### src/rtl/fw_rom_copy.sv
// Firmware-table consumer: copies every populated fw_store slot from DDR3 into SDRAM,
// packed back-to-back from RAM_BASE, then publishes per-slot base/valid and pulses update_ack.

package MSX;
    typedef struct packed {
        logic [7:0]  block_count;
        logic [27:0] store_address;
    } fw_rom_t;
endpackage

module fw_rom_copy #(
    parameter int          MAX_FW_ROM = 8,
    parameter logic [26:0] RAM_BASE   = 27'h0,
    parameter logic [26:0] RAM_LIMIT  = 27'h400000,
    parameter int          BLOCK_LOG2 = 14      // log2 of block size in bytes (16 KB)
) (
    input  logic                             clk,
    input  logic                             reset_n,
    input  logic                             update_request,
    output logic                             update_ack,
    input  MSX::fw_rom_t [MAX_FW_ROM-1:0]    fw_store,
    output logic                             ddr3_request,
    output logic [27:0]                      ddr3_addr,
    output logic                             ddr3_rd,
    input  logic                             ddr3_ready,
    input  logic [7:0]                       ddr3_dout,
    output logic [26:0]                      ram_addr,
    output logic [7:0]                       ram_din,
    output logic                             ram_we,
    input  logic                             ram_ready,
    output logic [MAX_FW_ROM-1:0][26:0]      fw_ram_base,
    output logic [MAX_FW_ROM-1:0]            fw_ram_valid,
    output logic                             copy_overflow
);

    localparam int IDW = $clog2(MAX_FW_ROM + 1);

    localparam logic [2:0] S_IDLE    = 3'd0;
    localparam logic [2:0] S_SCAN    = 3'd1;
    localparam logic [2:0] S_RD_REQ  = 3'd2;
    localparam logic [2:0] S_RD_WAIT = 3'd3;
    localparam logic [2:0] S_WR      = 3'd4;
    localparam logic [2:0] S_ACK     = 3'd5;

    logic [2:0]     state_reg;
    logic           req_d_reg;
    logic           pending_reg;
    logic [IDW-1:0] id_reg;
    logic [26:0]    dst_reg;
    logic [27:0]    src_reg;
    logic [21:0]    len_reg;
    logic [21:0]    off_reg;
    logic           ddr3_rd_reg;
    logic [27:0]    ddr3_addr_reg;
    logic           ram_we_reg;
    logic [26:0]    ram_addr_reg;
    logic [7:0]     ram_din_reg;
    logic           overflow_reg;

    logic           req_edge;
    logic           pass_start;
    logic           last_byte;
    logic           at_limit_next;
    MSX::fw_rom_t   cur_slot;

    assign req_edge      = update_request & ~req_d_reg;
    assign pass_start    = ((state_reg == S_IDLE) || (state_reg == S_ACK)) && (req_edge || pending_reg);
    assign last_byte     = (off_reg == (len_reg - 22'd1));
    assign at_limit_next = ({1'b0, dst_reg} + 28'd1) >= {1'b0, RAM_LIMIT};

    always_comb begin
        cur_slot = '0;
        for (int i = 0; i < MAX_FW_ROM; i++) begin
            if (id_reg == IDW'(i)) begin
                cur_slot = fw_store[i];
            end
        end
    end

    always_ff @(posedge clk or negedge reset_n) begin
        if (!reset_n) begin
            state_reg     <= S_IDLE;
            req_d_reg     <= 1'b0;
            pending_reg   <= 1'b0;
            id_reg        <= '0;
            dst_reg       <= '0;
            src_reg       <= '0;
            len_reg       <= '0;
            off_reg       <= '0;
            ddr3_rd_reg   <= 1'b0;
            ddr3_addr_reg <= '0;
            ram_we_reg    <= 1'b0;
            ram_addr_reg  <= '0;
            ram_din_reg   <= '0;
            overflow_reg  <= 1'b0;
        end else begin
            req_d_reg <= update_request;

            if (pass_start) begin
                pending_reg  <= 1'b0;
                dst_reg      <= RAM_BASE;
                id_reg       <= '0;
                overflow_reg <= 1'b0;
            end else if (req_edge) begin
                pending_reg  <= 1'b1;
            end

            case (state_reg)
                S_IDLE: begin
                    if (pass_start) begin
                        state_reg <= S_SCAN;
                    end
                end
                S_SCAN: begin
                    if (id_reg == IDW'(MAX_FW_ROM)) begin
                        state_reg <= S_ACK;
                    end else if (cur_slot.block_count == 8'd0) begin
                        id_reg <= id_reg + 1'b1;
                    end else begin
                        src_reg <= cur_slot.store_address;
                        len_reg <= 22'(cur_slot.block_count) << BLOCK_LOG2;
                        off_reg <= '0;
                        // A slot starting at the limit gets no bytes at all
                        if (dst_reg >= RAM_LIMIT) begin
                            overflow_reg <= 1'b1;
                            id_reg       <= id_reg + 1'b1;
                        end else begin
                            state_reg <= S_RD_REQ;
                        end
                    end
                end
                S_RD_REQ: begin
                    if (!ddr3_rd_reg) begin
                        ddr3_rd_reg   <= 1'b1;
                        ddr3_addr_reg <= src_reg + {6'd0, off_reg};
                    end else if (ddr3_ready) begin
                        ddr3_rd_reg <= 1'b0;
                        state_reg   <= S_RD_WAIT;
                    end
                end
                S_RD_WAIT: begin
                    if (ddr3_ready) begin
                        ram_din_reg  <= ddr3_dout;
                        ram_addr_reg <= dst_reg;
                        ram_we_reg   <= 1'b1;
                        state_reg    <= S_WR;
                    end
                end
                S_WR: begin
                    if (ram_ready) begin
                        ram_we_reg <= 1'b0;
                        dst_reg    <= dst_reg + 27'd1;
                        off_reg    <= off_reg + 22'd1;
                        if (last_byte) begin
                            id_reg    <= id_reg + 1'b1;
                            state_reg <= S_SCAN;
                        end else if (at_limit_next) begin
                            overflow_reg <= 1'b1;
                            id_reg       <= id_reg + 1'b1;
                            state_reg    <= S_SCAN;
                        end else begin
                            state_reg <= S_RD_REQ;
                        end
                    end
                end
                S_ACK: begin
                    state_reg <= pass_start ? S_SCAN : S_IDLE;
                end
                default: begin
                    state_reg <= S_IDLE;
                end
            endcase
        end
    end

    // Per-slot publication registers
    generate
        for (genvar gi = 0; gi < MAX_FW_ROM; gi++) begin : g_slot
            logic [26:0] base_reg;
            logic        valid_reg;

            always_ff @(posedge clk or negedge reset_n) begin
                if (!reset_n) begin
                    base_reg  <= '0;
                    valid_reg <= 1'b0;
                end else begin
                    if (pass_start) begin
                        valid_reg <= 1'b0;
                    end else if ((state_reg == S_WR) && ram_ready && last_byte && (id_reg == IDW'(gi))) begin
                        valid_reg <= 1'b1;
                    end
                    if ((state_reg == S_SCAN) && (id_reg == IDW'(gi))) begin
                        base_reg <= (cur_slot.block_count == 8'd0) ? 27'd0 : dst_reg;
                    end
                end
            end

            assign fw_ram_base[gi]  = base_reg;
            assign fw_ram_valid[gi] = valid_reg;
        end
    endgenerate

    assign update_ack    = (state_reg == S_ACK);
    assign ddr3_request  = (state_reg != S_IDLE) && (state_reg != S_ACK);
    assign ddr3_rd       = ddr3_rd_reg;
    assign ddr3_addr     = ddr3_addr_reg;
    assign ram_we        = ram_we_reg;
    assign ram_addr      = ram_addr_reg;
    assign ram_din       = ram_din_reg;
    assign copy_overflow = overflow_reg;

endmodule

### config.mk
export PLATFORM = sky130hd
export DESIGN_NAME = fw_rom_copy
export DESIGN_NICKNAME = d
export VERILOG_FILES = /design/src/rtl/fw_rom_copy.sv
export SDC_FILE = /design/constraint.sdc
export NUM_CORES = 1
export LEC_CHECK = 0
export BUFFER_PORTS_ARGS = -buffer_cell sky130_fd_sc_hd__buf_2
export CAP_MARGIN = 15
export CORE_AREA = 2 2 232 234
export DETAILED_ROUTE_END_ITERATION = 6
export DIE_AREA = 0 0 234 236
export MAX_ROUTING_LAYER = met4
export PLACE_DENSITY = 0.7
export REMOVE_ABC_BUFFERS = 1
export SYNTH_ARGS = -nofsm -noshare
export SYNTH_HDL_FRONTEND = slang
export SYNTH_SLANG_ARGS = --single-unit
### constraint.sdc
create_clock -name clk -period 3.35 [get_ports clk]
set_input_delay 0.1675 -clock clk [delete_from_list [all_inputs] [get_ports clk]]
set_output_delay 0.1675 -clock clk [all_outputs]
set_load 0.02 [all_outputs]
==> metrics, run 1 <==
endpoints failing hold 0; Worst-path clk slew about 0.06 ns; worst min path class primary input to flop; Inst Count DP 3198; CTS tree built; detail-routed via count per cell approximately 5.5; Final min period between 3 and 4 ns; Final nets between 2000 and 3000; Net Switching just under 7 mW; relative slew slack 0.3719; first-pass GRT wire length approximately 110 mm; # setup viols final 0; Post-DRT Antenna Nets 0; number of global-route vias before repair ~18000; commonest cells in the netlist dfrtp_1, nand2_1, o21ai_0; row count 85; final non-filler cell total 3352; detailed placement HPWL about 56 mm; Die H between 200 and 250 um; CTS Root Buffer Type clkbuf_16; IO Pins between 500 and 600; core box area 0.05307 mm2; Worst Tran Pin Value between 0.9 and 1 ns; startpoint types flop; Async SR Flop Fraction 1.000; final setup TNS 0 ns; drt initial violations ~1400; # DRC 0; Pwr per Cell Area around 720 mW/mm2; Synth Instances between 1500 and 2000; GPL Wtd Cong between 0.9 and 1; number of flops mapped to enable cells by yosys 0; gr ovfl total 0; Sequential Power Share 0.367; post-route cell area between 0.02 and 0.025 mm2; WS Path Type flop to flop; Hold WS 0.07203 ns; clk buf depth 3; drt pass-1 iters 5; Avg Cell Area, Syn around 9.3 um2; vias 18400; Clock power frac 0.278; layer with the highest usage met2; CP Max Fanout 27; share of the synthesized area in the top cell type 0.5190; crit path DAT 3.62 ns; synth top area cells dfrtp_1, o21ai_0, nand2_1, a221oi_1, a21oi_1; met2 GRT Util 0.4587; fmax about 310 MHz; Initial Util 0.3489; synthesis-to-layout area growth 32.94%; Syn. warnings 0; Final period util 0.9523; leading area contributor after synthesis dfrtp_1; most common cell in the netlist dfrtp_1; initial antenna violation count 15; TritonCTS Buffers 43; Crit. End Element flop; max-slew violations 0; final wirelength 74.73 mm; Total GRT Usage 0.2721; PortBufs 592; clk sinks 384; Clock Skew 0.03912 ns; Top FF cell, synth dfrtp_1; RSZ-0062 raised after global routing true; Worst EP required 3.78 ns; post-CTS setup buffer count 0; Synth cell types 73; full die area between 0.05 and 0.06 mm2; H-tree Lvls 2; max-cap viol count 0; Comb pwr share 0.355; Switching Fraction 0.3877; static leakage approximately 12 nW; synthesized area about 0.019 mm2; largest net degree at the start of global routing about 100; fraction of layout cells with a size suffix above 1 0.3008; internal power approximately 11 mW; max reg flops between 200 and 250; placed cell area approximately 0.022 mm2; clk_lat worst skew 0.58 ns; met3 GRT Util 0.04412; register area share after synthesis 0.5190; Peak VDD IR about 380 uV; Die X around 230 um; synthesized flop and latch total ~380; met1 GRT Util 0.3186; routed len/inst between 20 and 25 um; run status complete, no violations
-- power by group through the flow --
stage	Sequential, mW	Clock (mW)	Combinational, mW
2_1_floorplan	7.40	0	2.55
3_3_place_gp	6.50	0	6.06
3_5_place_dp	6.56	0	6.20
4_1_cts	6.48	5.03	6.30
5_1_grt	6.59	5.22	6.84
6_report	6.49	4.92	6.27
-- through the flow --
step | total power [mW] | setup WS, ns | utilization
2_1_floorplan | 9.950 | -1.312 | -
3_3_place_gp | 12.57 | 0.1641 | 0.4220
3_5_place_dp | 12.76 | 0.09497 | 0.4220
4_1_cts | 17.81 | 0.06159 | 0.4628
5_1_grt | 18.65 | -0.03823 | 0.4638
6_report | 17.68 | 0.1597 | 0.4638
-- area by class of cell --
cell class,count,area [um2]
Tap cell,696,870.8
Timing Repair Buffer,725,4254
Inverter,28,105.1
Clock buffer,58,1222
Clock inverter,18,262.8
Multi-Input combinational cell,1433,8267
Sequential cell,384,9609
Antenna cell,10,25.02
Fill cell,5035,28450
-- metal layers --
layer,part of all wire,routed length (um)
met1,0.39,28920
met2,0.50,37500
met3,0.067,4994
met4,0.044,3312
met5,0,0
-- kinds of logic after synthesis --
kind of cell	synth area share
buffers and inverters	0.03919
DFF	0.5190
xor gates and xnor gates	0.02034
adders and majority gates	0.02189
AOI/OAI and AO/OA	0.2158
and+or+nand+nor	0.1616
muxes	0.02223
-- critical path, stage by stage (launching register included) --
cell	delay, ns
dfrtp_1	0.43
inv_1	0.12
ha_1	0.30
and2b_4	0.29
a221oi_1	0.33
o32a_1	0.24
nand2_1	0.11
nor4_4	0.39
nand2_1	0.11
buf_4	0.28
nand2_1	0.29
o21ai_0	0.14
-- what timing repair did --
action	in CTS	in global routing
hold buffers	68	0
resized for setup	0	12
endpoints found under the setup margin	0	140
endpoints found under the hold margin	136	0
-- layout by cell type (no fill, tap or decap), types with 9 or more instances in the layout --
cell             n
diode_2         10
clkbuf_8         9
o21ai_0        317
inv_1           27
nor2_1         108
dlygate4sd3_1   68
buf_2          591
a221oi_1        67
buf_4           56
nand4_1         23
o22ai_1         11
xnor2_1         25
a21o_1          10
a21oi_1         95
o31ai_1         44
nand2_1        348
a211oi_1        33
nand2_2         15
buf_12           9
ha_1            30
xor2_1          18
clkbuf_16       43
a31oi_1          9
nor3_1          41
nand2b_1        10
mux2_2          33
and2_1          10
o21a_1          11
and3_1          17
dfrtp_1        384
nand3_1         34
or3_1           10
or4_1           12
-- worst paths after layout --
kind                       slack, ns                      from  depth (start not counted)                            endpoint
min                             0.07             fw_store[284]                          3             len_reg[18]$_DFFE_PN0P_
min reg2reg                     0.47  ddr3_addr[0]$_DFFE_PN0P_                          2            ddr3_addr[0]$_DFFE_PN0P_
max reg2reg                     0.16       id_reg[1]$_DFF_PN0_                         11  g_slot[2].base_reg[22]$_DFFE_PN0P_
min in group asynchronous       0.19                   reset_n                          2  g_slot[1].base_reg[19]$_DFFE_PN0P_
max in group asynchronous       2.11                   reset_n                          3  g_slot[4].base_reg[12]$_DFFE_PN0P_
max                             0.16       id_reg[1]$_DFF_PN0_                         11  g_slot[2].base_reg[22]$_DFFE_PN0P_
Note: power is estimated with default switching activity, not from simulation.
==> inputs of run 2 (changes only) <==
--- a/config.mk
+++ b/config.mk
@@ -13,3 +13,3 @@
 export MAX_ROUTING_LAYER = met4
-export PLACE_DENSITY = 0.7
+export RECOVER_POWER = 100
 export REMOVE_ABC_BUFFERS = 1
==> constraint.sdc (replaced) <==
create_clock -name clk -period 3.35 [get_ports clk]
set_input_delay 0.67 -clock clk [delete_from_list [all_inputs] [get_ports clk]]
set_output_delay 0.67 -clock clk [all_outputs]
set_load 0.02 [all_outputs]
==> run 2 against run 1 <==
  * The run now ends with capacitance limit, slew limit left
  * Critical path type unchanged
  * Routed wire length fell by 8.3%
  * Global-route usage shrank 2.5 points
  * Fmax is 1.5% lower
  * Die area unchanged
==> metrics, run 2 (synthesis results as in run 1) <==
run status finished, violations left; failing checks capacitance limit, slew limit; Final min period ~3.2 ns; GPL Wtd Cong between 0.8 and 0.9; PortBufs between 500 and 600; detail-routed via count per cell approximately 5.4; largest net degree at the start of global routing 71; WS Path Type flop to flop; final wirelength slightly below 70 mm; gr ovfl total 0; Die X 234 um; drt initial violations between 1000 and 1500; Hold WS around 0.26 ns; most frequent cells in the layout dfrtp_1, nand2_1, o21ai_0, clkbuf_1, buf_2; number of global-route vias before repair between 15000 and 20000; Worst EP required 3.77 ns; Initial Util 0.3489; Post-DRT Antenna Nets 0; row count 85; post-CTS setup buffer count 0; first-pass GRT wire length approximately 100 mm; CTS Hold Bufs 0; clk_lat worst skew about 0.59 ns; fmax ~300 MHz; Crit. End Element flop; max-slew violations 52; IO Pins between 500 and 600; TritonCTS Buffers 43; initial antenna violation count 7; startpoint types flop; Clock Skew 0.03002 ns; crit path DAT 3.66 ns; Total GRT Usage 0.2471; highest-delay cell along the critical path nor4_4; Peak VDD IR 409.5 uV; max reg flops ~220; relative slew slack -0.8820; max-cap viol count 1; CTS Root Buffer Type clkbuf_16; Critical Path, Cell by Cell inv_1 > ha_1 > or2_4 > a221oi_1 > o32a_1 > nand2_1 > nor4_4 > nand2_1 > buf_4 > nand2_1 > o21ai_0; clk sinks between 300 and 400; Die H about 240 um; detailed placement HPWL between 50 and 60 mm; RSZ-0062 raised after global routing true; Layout Utilization 0.4428; CTS tree built; vias approximately 18000; routed len/inst approximately 21 um; worst min path class primary input to flop; Worst Tran Pin Value 2.823 ns; most common cell after layout, fill and taps aside dfrtp_1; Final nets 2872; Worst-path clk slew approximately 0.060 ns; fraction of layout cells with a size suffix above 1 0.1877; Placement Setup Slack roughly 0.039 ns; cell mode on critical path nand2_1; drt pass-1 iters 5; # setup viols final 0; Pwr per Cell Area 738.4 mW/mm2; endpoints failing hold 0; # DRC 0; Final period util 0.9669; Critical Path Max Stage Delay between 0.4 and 0.5 ns; H-tree Lvls 2; core box area 0.05307 mm2; full die area roughly 0.055 mm2; final setup margin 0.1108 ns; static leakage ~11 nW; synthesis-to-layout area growth 26.91%; CP Max Fanout 27; clk buf depth 3
==> run 2: cell count changes in the layout (fill, tap and decap cells not counted), moves of 4 or more <==
cell / delta
nand2_1: +4
dlygate4sd3_1: -68
and2_1: -4
buf_4: -20
clkbuf_8: +4
diode_2: -5
clkbuf_1: +305
buf_2: -292
nand2_2: -4
==> run 2: power by group <==
group          total [mW]  switching, mW  internal [mW]  leakage [nW]
sequential           6.46          0.743           5.71          4.55
clock                4.84           1.99           2.85         0.716
combinational        6.06           4.08           1.97          5.39
total                17.4           6.82           10.5          10.7
==> run 2: cell type report <==
cell class | instances | area (um2)
clock inverter | 9 | 163.9
fill | 5364 | 29570
multi-input combinational | 1433 | 8269
antenna | 5 | 12.51
clock buffer | 69 | 1304
inverter | 28 | 105.1
timing repair buffer | 650 | 3163
tap | 696 | 870.8
sequential | 384 | 9610
==> run 2: routing by layer <==
metal,global-route usage,part of all wire
met1,0.3132,0.42
met2,0.4002,0.48
met3,0.04183,0.064
met4,0.08151,0.035
met5,-,0
==> run 2: critical path, delay by kind of cell (launching register included) <==
| family | cells | cell delay (ns) |
|---|---|---|
| AND/OR/NAND/NOR | 5 | 1.31 |
| AO/OA/AOI/OAI | 3 | 0.66 |
| flip-flops | 1 | 0.40 |
| buffers and inverters | 2 | 0.40 |
| adder cells (fa/ha/maj) | 1 | 0.30 |
==> run 2: timing repair <==
item | 4_1_cts | 5_1_grt
endpoints found under the setup margin | 0 | 272
resized for setup | 0 | 12
endpoints found under the hold margin | 0 | 0
==> run 2: path summary, 6_finish.rpt <==
path,cells past startpoint,slack [ns],endpoint,from
setup / recovery,11,0.11,g_slot[4].base_reg[3]$_DFFE_PN0P_,id_reg[0]$_DFF_PN0_
hold / removal,1,0.26,req_d_reg$_DFF_PN0_,update_request
setup reg to reg,11,0.11,g_slot[4].base_reg[3]$_DFFE_PN0P_,id_reg[0]$_DFF_PN0_
hold reg to reg,2,0.48,g_slot[3].base_reg[1]$_DFFE_PN0P_,g_slot[3].base_reg[1]$_DFFE_PN0P_
max in group asynchronous,2,0.45,g_slot[3].base_reg[14]$_DFFE_PN0P_,reset_n
min in group asynchronous,1,1.11,g_slot[7].base_reg[18]$_DFFE_PN0P_,reset_n
==> run 2: per-stage QoR <==
| step | area (um2) | cells | setup TNS (ns) | power [mW] |
|---|---|---|---|---|
| after floorplan | 17900 | 1845 | -258.73 | 9.950 |
| after global placement | 22330 | 3188 | 0 | 12.50 |
| after detailed placement | 22330 | 3188 | 0 | 12.65 |
| after CTS | 23800 | 3266 | 0 | 17.54 |
| after global routing | 23500 | 3273 | -3.261 | 18.37 |
| final | 23500 | 3274 | 0 | 17.35 |
==> inputs of run 3 (changes only) <==
REMOVE_ABC_BUFFERS = default   (was 1)
==> run 3 against run 2 <==
  * The run still ends with capacitance limit, slew limit left
  * Register-to-register slack barely moved
  * Non-clock buffer count rose by 10
  * Sequential cell count stayed put
  * Via count up 2.2%
  * Sequential share of layout area increased by 0.065 points
  * Combinational power about the same
  * Worst setup slack gained 0.0060 ns
  * Count of clock-buffer cells in the layout fell by 3
  * Critical path type unchanged
  * First-iteration DRC count increased by 65%
  * Fmax increased by 0.18%
==> metrics, run 3 (synthesis results as in run 1) <==
max-cap viol count 2; Critical Path, Cell by Cell inv_1 > ha_2 > nand2b_1 > o221ai_1 > o32a_1 > nand2_1 > nor4_4 > nand2_1 > buf_12 > nand2_1 > o21ai_0; static leakage 10.66 nW; final setup margin 0.1168 ns; drt pass-1 iters 5; detail-routed via count per cell around 5.5; most common cell after layout, fill and taps aside dfrtp_1; clk_lat worst skew 0.58 ns; fraction of layout cells with a size suffix above 1 0.1926; Synth Net Count between 2000 and 2500; post-CTS setup buffer count 0; Die H around 240 um; detailed placement HPWL 61.14 mm; RSZ-0062 raised after global routing true; Post-DRT Antenna Nets 0; # DRC 0; routed len/inst around 24 um; row count 85; Crit. End Element flop; Initial Util 0.3489; Inst Count DP roughly 3200; IO Pins around 590; synthesis-to-layout area growth 26.70%; hold-critical path depth 1; clk buf depth 3; Net Switching about 7 mW; Comb pwr share 0.348; CTS Root Buffer Type clkbuf_16; # setup viols final 0; first-pass GRT wire length ~120 mm; Top delay family on crit path simple AND/OR/NAND/NOR gates; cts repair resizes 0; placed cell area around 0.022 mm2; Switching Fraction 0.4010; Clock power frac 0.280; Worst Setup SP id_reg[0]$_DFF_PN0_; Critical Path Max Stage Delay approximately 0.44 ns; number of global-route vias before repair approximately 17000; max-slew violations 110; Die X 234 um; multi-input combinational cell area between 0.008 and 0.009 mm2; CTS Hold Bufs 0; failing checks capacitance limit, slew limit; worst path bufs/invs 2; Setup crit end g_slot[3].base_reg[21]$_DFFE_PN0P_; Clock Skew ~0.018 ns; Worst-path clk slew 0.06 ns; max reg flops around 220; endpoints failing hold 0; Peak VDD IR 411.7 uV; relative slew slack -0.4098; largest net degree at the start of global routing 70; Worst Tran Pin Value 2.115 ns; Final nets a little under 3000; Layout Utilization 0.4421; R2R Path End g_slot[3].base_reg[21]$_DFFE_PN0P_; highest-delay cell along the critical path nor4_4; final setup TNS 0 ns; Worst EP required between 3 and 4 ns; TritonCTS Buffers 44; CP Max Fanout 27; number of cells on the critical path 11; Sequential Power Share 0.373; run status finished, violations left; GPL Wtd Cong 1.139; Total GRT Usage 0.2906; fmax slightly above 300 MHz; internal power 10.46 mW; reg2reg setup slack between 0.1 and 0.15 ns; post-route cell area 0.02346 mm2; drt initial violations 1691; crit path DAT between 3 and 4 ns; final non-filler cell total approximately 3300; gr ovfl total 0; final wirelength 79.52 mm; worst min path class primary input to flop; cell mode on critical path nand2_1; Final period util 0.9651; reg2reg path depth 11; Pwr per Cell Area about 740 mW/mm2; WS Path Type flop to flop; vias 18010; # fillers roughly 5400; H-tree Lvls 2; clk sinks 384; startpoint types flop; reg-to-reg startpoint id_reg[0]$_DFF_PN0_; Final min period between 3 and 4 ns; core box area approximately 0.053 mm2; most frequent cells in the layout dfrtp_1, nand2_1, o21ai_0, clkbuf_1, buf_2; total power 17.46 mW; CTS tree built; full die area around 0.055 mm2; PortBufs around 600; Hold WS about 0.26 ns; initial antenna violation count 3; flip-flop and latch area 0.009610 mm2; Placement Setup Slack just over 0.08 ns
==> run 3: cell count changes in the layout (fill, tap and decap cells not counted), moves of 2 or more <==
| cell | delta |
|---|---|
| buf_4 | +10 |
| clkbuf_2 | +7 |
| clkbuf_1 | -5 |
| clkinv_2 | +4 |
| buf_6 | -2 |
| clkbuf_8 | +2 |
| clkinv_16 | -2 |
| clkinvlp_4 | +2 |
| diode_2 | -2 |
==> run 3: power groups by stage <==
stage                     Combinational, mW  Clock [mW]  Sequential (mW)
after detailed placement               6.28           0             6.55
after global routing                   6.56        5.18             6.63
after global placement                 6.20           0             6.51
final                                  6.08        4.88             6.51
after floorplan                        2.74           0             7.37
after CTS                              6.30        4.98             6.48
==> run 3: routing by layer <==
layer | track usage | routed length [um] | vias to the layer above
met5 | - | 0 | -
met4 | 0.07135 | 2166 | 0
met3 | 0.03240 | 4760 | 109
met2 | 0.4447 | 36580 | 757
met1 | 0.4119 | 36010 | 8860
li1 | - | - | 8281
==> run 3: worst reg2reg max path: stages, from the launching register on <==
cell and delay (ns):
dfrtp_1 0.41, inv_1 0.15, ha_2 0.26, nand2b_1 0.27, o221ai_1 0.33, o32a_1 0.28
nand2_1 0.11, nor4_4 0.44, nand2_1 0.16, buf_12 0.21, nand2_1 0.30, o21ai_0 0.16
==> run 3: area by class of cell <==
cell class | count | area share
clock buffers | 66 | 0.05685
well taps | 696 | 0.03712
inverters | 28 | 0.004480
clock inverters | 14 | 0.005706
repair buffers | 660 | 0.1343
diodes | 3 | 0.0003200
multi-input cells | 1433 | 0.3516
flip-flops and latches | 384 | 0.4096
==> run 3: worst min path at each step <==
stage	startpoint	slack, ns	endpoint
6_report	update_request	0.26	req_d_reg$_DFF_PN0_
5_1_grt	update_request	0.26	req_d_reg$_DFF_PN0_
4_1_cts	reset_n	0.07	g_slot[5].base_reg[6]$_DFFE_PN0P_
3_5_place_dp	ddr3_addr[0]$_DFFE_PN0P_	0.46	ddr3_addr[0]$_DFFE_PN0P_
3_3_place_gp	g_slot[3].base_reg[5]$_DFFE_PN0P_	0.46	g_slot[3].base_reg[5]$_DFFE_PN0P_
2_1_floorplan	reset_n	0.37	copy_overflow$_DFF_PN0_
